$ cat src/rtl/pipe_hazard_ctrl_if.sv
// Hazard-control bus between the core pipeline and pipe_hazard_ctrl.
// The master side is the core: it reports stall sources and hazard operands
// and receives the hold/flush/stall controls and status.
interface pipe_hazard_ctrl_if #(
    parameter int CNT_W = 32
);
    // Stall sources and hazard operands from the pipeline
    logic             im_stall;
    logic             dm_stall;
    logic [4:0]       id_r1a;
    logic [4:0]       id_r2a;
    logic             id_use_r1;
    logic             id_use_r2;
    logic [4:0]       ex_rda;
    logic             ex_load;
    logic             ex_pcsel;

    // Barrier controls and status back to the pipeline
    logic             stall_all;
    logic             pc_hold;
    logic             ifid_hold;
    logic             ifid_flush;
    logic             idex_flush;
    logic             redir_pend;
    logic             stall_timeout;
    logic [CNT_W-1:0] stall_cnt;
    logic [15:0]      flush_cnt;

    modport master (
        output im_stall, dm_stall, id_r1a, id_r2a, id_use_r1, id_use_r2,
               ex_rda, ex_load, ex_pcsel,
        input  stall_all, pc_hold, ifid_hold, ifid_flush, idex_flush,
               redir_pend, stall_timeout, stall_cnt, flush_cnt
    );

    modport slave (
        input  im_stall, dm_stall, id_r1a, id_r2a, id_use_r1, id_use_r2,
               ex_rda, ex_load, ex_pcsel,
        output stall_all, pc_hold, ifid_hold, ifid_flush, idex_flush,
               redir_pend, stall_timeout, stall_cnt, flush_cnt
    );
endinterface

$ cat src/rtl/pipe_hazard_ctrl.sv
// Hazard and stall sequencer for the 5-stage RV32 pipeline.
// Arbitrates AXI freezes, EX redirects and load-use hazards (in that
// priority), remembers redirects that arrive while frozen, counts stall and
// flush events and raises a sticky watchdog error on over-long freezes.
module pipe_hazard_ctrl #(
    parameter int TIMEOUT = 1024,
    parameter int CNT_W   = 32
) (
    input  logic               clk,
    input  logic               rst_n,
    pipe_hazard_ctrl_if.slave  bus
);

    localparam int              WD_W   = $clog2(TIMEOUT + 1);
    localparam logic [WD_W-1:0] WD_MAX = WD_W'(TIMEOUT);

    typedef enum logic {
        RUN  = 1'b0,
        HOLD = 1'b1
    } state_t;

    state_t           state;
    state_t           state_nxt;

    logic             frz;
    logic             lu;
    logic             pend_live;
    logic             apply_redir;

    logic             stall_all;
    logic             pc_hold;
    logic             ifid_hold;
    logic             ifid_flush;
    logic             idex_flush;

    logic             redir_pend;
    logic             stall_timeout;
    logic [CNT_W-1:0] stall_cnt;
    logic [15:0]      flush_cnt;
    logic [WD_W-1:0]  wd;

    assign frz = bus.im_stall | bus.dm_stall;

    // Load-use: EX load writes a non-zero register that ID is about to read.
    assign lu = bus.ex_load && (bus.ex_rda != 5'd0) &&
                ((bus.id_use_r1 && (bus.id_r1a == bus.ex_rda)) ||
                 (bus.id_use_r2 && (bus.id_r2a == bus.ex_rda)));

    // A latched redirect only exists while frozen or in the release cycle,
    // both of which are spent in HOLD.
    assign pend_live = redir_pend && (state == HOLD);

    // State register for the freeze tracker.
    // NOTE: sequential state uses non-blocking assignments so every register
    // samples pre-edge values regardless of block evaluation order.
    always_ff @(posedge clk or negedge rst_n) begin
        if (!rst_n) state <= RUN;
        else        state <= state_nxt;
    end

    // Next state plus prioritized hold/flush decode (freeze > redirect > load-use).
    // NOTE: every output gets a default first so no path leaves a latch behind.
    always_comb begin
        state_nxt   = state;
        stall_all   = 1'b0;
        pc_hold     = 1'b0;
        ifid_hold   = 1'b0;
        ifid_flush  = 1'b0;
        idex_flush  = 1'b0;
        apply_redir = 1'b0;

        case (state)
            RUN:     if (frz)  state_nxt = HOLD;
            HOLD:    if (!frz) state_nxt = RUN;
            default: state_nxt = RUN;
        endcase

        // Controls are forced quiet while reset is held.
        if (rst_n) begin
            if (frz) begin
                stall_all = 1'b1;
            end else if (bus.ex_pcsel || pend_live) begin
                // The ID instruction is wrong-path, so any load-use is moot.
                ifid_flush  = 1'b1;
                idex_flush  = 1'b1;
                apply_redir = 1'b1;
            end else if (lu) begin
                pc_hold    = 1'b1;
                ifid_hold  = 1'b1;
                idex_flush = 1'b1;
            end
        end
    end

    // Pending redirect: captured during a freeze, dropped once applied.
    always_ff @(posedge clk or negedge rst_n) begin
        if (!rst_n)                   redir_pend <= 1'b0;
        else if (frz && bus.ex_pcsel) redir_pend <= 1'b1;
        else if (!frz)                redir_pend <= 1'b0;
    end

    // Saturating performance counters for frozen cycles and applied flushes.
    always_ff @(posedge clk or negedge rst_n) begin
        if (!rst_n) begin
            stall_cnt <= '0;
            flush_cnt <= '0;
        end else begin
            if (frz && (stall_cnt != '1))
                stall_cnt <= stall_cnt + 1'b1;
            if (apply_redir && (flush_cnt != 16'hFFFF))
                flush_cnt <= flush_cnt + 16'd1;
        end
    end

    // Watchdog: counts consecutive frozen cycles; the error bit rises on the
    // same edge that brings the count to TIMEOUT and then sticks.
    always_ff @(posedge clk or negedge rst_n) begin
        if (!rst_n) begin
            wd            <= '0;
            stall_timeout <= 1'b0;
        end else if (!frz) begin
            wd <= '0;
        end else begin
            if (wd != WD_MAX)
                wd <= wd + 1'b1;
            if (wd >= WD_MAX - 1'b1)
                stall_timeout <= 1'b1;
        end
    end

    assign bus.stall_all     = stall_all;
    assign bus.pc_hold       = pc_hold;
    assign bus.ifid_hold     = ifid_hold;
    assign bus.ifid_flush    = ifid_flush;
    assign bus.idex_flush    = idex_flush;
    assign bus.redir_pend    = redir_pend;
    assign bus.stall_timeout = stall_timeout;
    assign bus.stall_cnt     = stall_cnt;
    assign bus.flush_cnt     = flush_cnt;

endmodule
$ cat src/flat_wrapper.sv
// flat-port wrapper written by rule: the top's interface ports become plain ports
module pipe_hazard_ctrl_flat 
#(
    parameter int TIMEOUT = 1024,
    parameter int CNT_W   = 32
)
  (clk, rst_n, bus_im_stall, bus_dm_stall, bus_id_r1a, bus_id_r2a, bus_id_use_r1, bus_id_use_r2, bus_ex_rda, bus_ex_load, bus_ex_pcsel, bus_stall_all, bus_pc_hold, bus_ifid_hold, bus_ifid_flush, bus_idex_flush, bus_redir_pend, bus_stall_timeout, bus_stall_cnt, bus_flush_cnt);
  pipe_hazard_ctrl_if #(.CNT_W(CNT_W)) bus_i ();
  input  logic clk;
  input  logic rst_n;
  input wire logic [$bits(bus_i.im_stall)-1:0] bus_im_stall;
  input wire logic [$bits(bus_i.dm_stall)-1:0] bus_dm_stall;
  input wire logic [$bits(bus_i.id_r1a)-1:0] bus_id_r1a;
  input wire logic [$bits(bus_i.id_r2a)-1:0] bus_id_r2a;
  input wire logic [$bits(bus_i.id_use_r1)-1:0] bus_id_use_r1;
  input wire logic [$bits(bus_i.id_use_r2)-1:0] bus_id_use_r2;
  input wire logic [$bits(bus_i.ex_rda)-1:0] bus_ex_rda;
  input wire logic [$bits(bus_i.ex_load)-1:0] bus_ex_load;
  input wire logic [$bits(bus_i.ex_pcsel)-1:0] bus_ex_pcsel;
  output wire logic [$bits(bus_i.stall_all)-1:0] bus_stall_all;
  output wire logic [$bits(bus_i.pc_hold)-1:0] bus_pc_hold;
  output wire logic [$bits(bus_i.ifid_hold)-1:0] bus_ifid_hold;
  output wire logic [$bits(bus_i.ifid_flush)-1:0] bus_ifid_flush;
  output wire logic [$bits(bus_i.idex_flush)-1:0] bus_idex_flush;
  output wire logic [$bits(bus_i.redir_pend)-1:0] bus_redir_pend;
  output wire logic [$bits(bus_i.stall_timeout)-1:0] bus_stall_timeout;
  output wire logic [$bits(bus_i.stall_cnt)-1:0] bus_stall_cnt;
  output wire logic [$bits(bus_i.flush_cnt)-1:0] bus_flush_cnt;
  assign bus_i.im_stall = bus_im_stall;
  assign bus_i.dm_stall = bus_dm_stall;
  assign bus_i.id_r1a = bus_id_r1a;
  assign bus_i.id_r2a = bus_id_r2a;
  assign bus_i.id_use_r1 = bus_id_use_r1;
  assign bus_i.id_use_r2 = bus_id_use_r2;
  assign bus_i.ex_rda = bus_ex_rda;
  assign bus_i.ex_load = bus_ex_load;
  assign bus_i.ex_pcsel = bus_ex_pcsel;
  assign bus_stall_all = bus_i.stall_all;
  assign bus_pc_hold = bus_i.pc_hold;
  assign bus_ifid_hold = bus_i.ifid_hold;
  assign bus_ifid_flush = bus_i.ifid_flush;
  assign bus_idex_flush = bus_i.idex_flush;
  assign bus_redir_pend = bus_i.redir_pend;
  assign bus_stall_timeout = bus_i.stall_timeout;
  assign bus_stall_cnt = bus_i.stall_cnt;
  assign bus_flush_cnt = bus_i.flush_cnt;
  pipe_hazard_ctrl #(.TIMEOUT(TIMEOUT), .CNT_W(CNT_W)) u_core (.clk(clk), .rst_n(rst_n), .bus(bus_i));
endmodule
$ cat config.mk
export PLATFORM = sky130hd
export DESIGN_NAME = pipe_hazard_ctrl_flat
export DESIGN_NICKNAME = d
export VERILOG_FILES = /design/src/rtl/pipe_hazard_ctrl_if.sv /design/src/rtl/pipe_hazard_ctrl.sv /design/src/flat_wrapper.sv
export SDC_FILE = /design/constraint.sdc
export NUM_CORES = 1
export LEC_CHECK = 0
export ABC_CLOCK_PERIOD_IN_PS = 2050
export CAP_MARGIN = 20
export CORE_ASPECT_RATIO = 0.7
export CORE_MARGIN = 2
export CORE_UTILIZATION = 44
export CTS_CLUSTER_DIAMETER = 120
export DETAILED_ROUTE_END_ITERATION = 10
export GPL_TIMING_DRIVEN = 0
export PLACE_DENSITY = 0.76
export SYNTH_ARGS = -nofsm -noshare
export SYNTH_HDL_FRONTEND = slang
export SYNTH_SLANG_ARGS = --single-unit
$ cat constraint.sdc
create_clock -name clk -period 2.05 [get_ports clk]
set_input_delay 0.5125 -clock clk [delete_from_list [all_inputs] [get_ports clk]]
set_output_delay 0.5125 -clock clk [all_outputs]
set_load 0.05 [all_outputs]
==> results.md <==
* Final setup vio count at 3
* Worst slew pin tran at 509.8 ps
* Die span in y at 74.42 µm
* Worst skew pair latency at 340 ps
* Top cells by area, synth: dfrtp_1 50%, xnor2_1 13%, xor2_1 5.1%
* P&R area growth vs syn at 44.56%
* Global route overflow at 0
* Gpl congestion at 0.7661
* CP most frequent cell: buf_8
* Total iterations of the first detailed-routing run at 4
* Largest net degree at the start of global routing at 26
* Final WS setup at -219.9 ps
* Fill cells at 580
* Port bufs at 77
* Layout Skew at 6.942 ps
* Worst vdd ir at 0.7152 mV
* Max clock buf depth at 2
* FF/Latch Area at 1574 µm²
* Initial antenna violation count at 0
* TritonCTS buffer count at 9
* Crit. End Element: output port
* TritonCTS clock tree: built
* Most numerous cell in the Yosys netlist: dfrtp_1
* Pwr dens at 815.4 nW/µm²
* Class of the worst hold path: input pin to asynchronous set/reset pin
* Cell Chain, Critical Path: buf_8, or4_4, o2111ai_4, buf_6, nand2_4, buf_8
* Via/cell ratio at 5.165
* Cell count after synthesis at 295
* Post-synth top area cell: dfrtp_1
* Worst EP arrival at 1760 ps
* Diode count at 0
* Root buffer cell: clkbuf_8
* Initial Util at 45.71%
* Crit start category: input pin
* Final ANT Viol Nets at 0
* Post-Syn Area per Cell at 10.57 µm²
* Total track usage at 20.30%
* WL/cell at 15.08 µm
* Async set-or-reset flop fraction in the synthesized netlist at 100.0%
* WP data required at 1540 ps
* Final period utilization at 110.7%
* Crit path max-delay family: simple AND/OR/NAND/NOR gates
* Die ar. at 7783 µm²
* Max Freq at 440.6 MHz
* Tmin final at 2270 ps
* Slew Limit Fails at 0
* Rel. slew slack at 65.96%
* Netlist cell types at 38
* Width of the chip at 104.6 µm
* First-pass GRT wire length at 12.38 mm
* Yosys reg bits at 62
* RSZ-0062 raised after global routing: true
* Violated checks: negative setup slack
* Critical Path Max Stage Delay at 540 ps
* Total core area at 6819 µm²
* Area share of the leading cell type in the synthesized netlist at 49.78%
* Register area share after synthesis at 49.78%
* Share of layout cells above drive strength 1 at 27.54%
* Vias in the first global route at 2486
* Final net count at 425
* Min Hold Slack at 107.4 ps
* Row count at 25
* Initial DRC Count at 89
* Slowest-stage cell, CP: or4_4
* Syn nets at 322
* HPWL after detailed placement at 5.161 mm
* Max cap viols at 0
* Final TNS setup at -613.4 ps
* Vias at 2567
* Residual DRC at 0
* Mapped Area at 3117 µm²
* Critical path buffer and inverter count at 3
* CP max FO at 3
* Synth warnings at 0
* H-tree Lvls at 3
* Final hold vios at 0
* Area of the multi-input gates at 1674 µm²
* Synth Flop Type: dfrtp_1
* Io pins at 78
* Crit path kind: input pin to output port
* Sink Count at 62
* CTS clk-pin slew, worst paths at 60 ps
* Total wire length at 7.493 mm
* Outcome: finished with violations
* Post-synth top cells: 62 x dfrtp_1, 45 x xnor2_1, 29 x nor2_1
* P_leak at 2.175 nW
* Post-synth EDFFs at 0
==> metal layers <==
layer | GRT usage (%) | share of wire, % | vias to the layer above | wire, µm
met2 | 33.48 | 46 | 81 | 3421
met3 | 5.697 | 5.7 | 8 | 427
li1 | - | - | 1236 | -
met4 | 4.889 | 1.0 | 0 | 76
met1 | 27.19 | 48 | 1242 | 3567
met5 | 0 | 0 | - | 0
==> cells by family after synthesis <==
logic type               share of synthesized area (%)
multiplexers                                    0.7226
XOR/XNOR                                         17.70
AND/OR/NAND/NOR                                  24.57
adder cells (fa/ha/maj)                          1.606
flip-flops                                       49.78
AO/OA/AOI/OAI                                    3.453
buffers and inverters                            2.168
==> path summary, 6_finish.rpt <==
| path | cells past startpoint | end | slack, ps | start |
|---|---|---|---|---|
| setup / recovery | 6 | bus_idex_flush | -220 | bus_ex_rda[3] |
| hold / removal | 2 | u_core.bus.redir_pend | 110 | rst_n |
| setup reg to reg | 6 | u_core.bus.stall_cnt[5] | 50 | u_core.bus.stall_cnt[28] |
| hold reg to reg | 1 | u_core.bus.flush_cnt[7] | 490 | u_core.bus.flush_cnt[7] |
| max in group asynchronous | 3 | u_core.bus.stall_cnt[28] | 1590 | rst_n |
| min in group clk | 3 | u_core.bus.redir_pend | 450 | bus_ex_pcsel |
==> flip-flops by register name, indices dropped and copies added, names as in the netlist <==
| signal | flops |
|---|---|
| u_core.bus.stall_timeout | 1 |
| u_core.bus.redir_pend | 1 |
| u_core.state | 1 |
| u_core.bus.stall_cnt | 32 |
| u_core.bus.flush_cnt | 16 |
| u_core.wd | 11 |
==> placed cells by master, fill, tap and decap left out, types with 4 or more instances in the layout <==
cell type,netlist,final
dlygate4sd2_1,0,52
dfrtp_1,62,44
xnor2_1,45,37
nor2_1,29,27
nand2_1,24,20
nand4_1,19,19
xor2_1,18,18
dfrtp_2,0,18
buf_4,2,13
nand3_1,15,13
and3_1,11,11
clkbuf_8,0,10
inv_1,9,8
xnor2_2,0,8
nand3_2,5,7
and2_1,7,6
and4_1,7,6
clkbuf_2,0,6
buf_2,0,6
nor3_1,5,5
buf_8,0,5
buf_6,1,4
a21oi_1,4,4
dlymetal6s2s_1,0,4
==> repair_timing <==
item,CTS,global route
hold buffers,1,0
buffers inserted,7,4
gates resized for setup,151,27
cloned,2,0
endpoints found under the setup margin,80,23
pin swaps,20,19
endpoints found under the hold margin,25,0
==> area by class of cell <==
cell class / count / share of cell area [%]
multi-input cells: 219 / 37.16
well taps: 94 / 2.610
plain buffers: 5 / 0.8609
inverters: 9 / 0.7498
repair buffers: 92 / 19.27
flip-flops and latches: 62 / 34.93
clock buffers: 10 / 3.055
clock inverters: 6 / 1.361
==> per-stage QoR <==
stage | std cells | power (mW) | area (µm²) | util [%] | setup WS (ps)
6_report | 497 | 3.674 | 4506 | 66.07 | -219.9
5_1_grt | 497 | 3.860 | 4506 | 66.07 | -268.1
4_1_cts | 493 | 3.701 | 4448 | 65.23 | -189.3
3_5_place_dp | 467 | 2.671 | 4118 | 60.39 | -1608
3_3_place_gp | 466 | 2.632 | 4103 | 60.17 | -3370
2_1_floorplan | 295 | 2.256 | 3214 | - | -87.68
==> where the power goes <==
part           internal, mW  switching (mW)
Clock                 0.589           0.477
Sequential             1.37           0.177
Combinational         0.364           0.691
Total                  2.33            1.35
No activity file was read; power rests on OpenSTA's default activity.
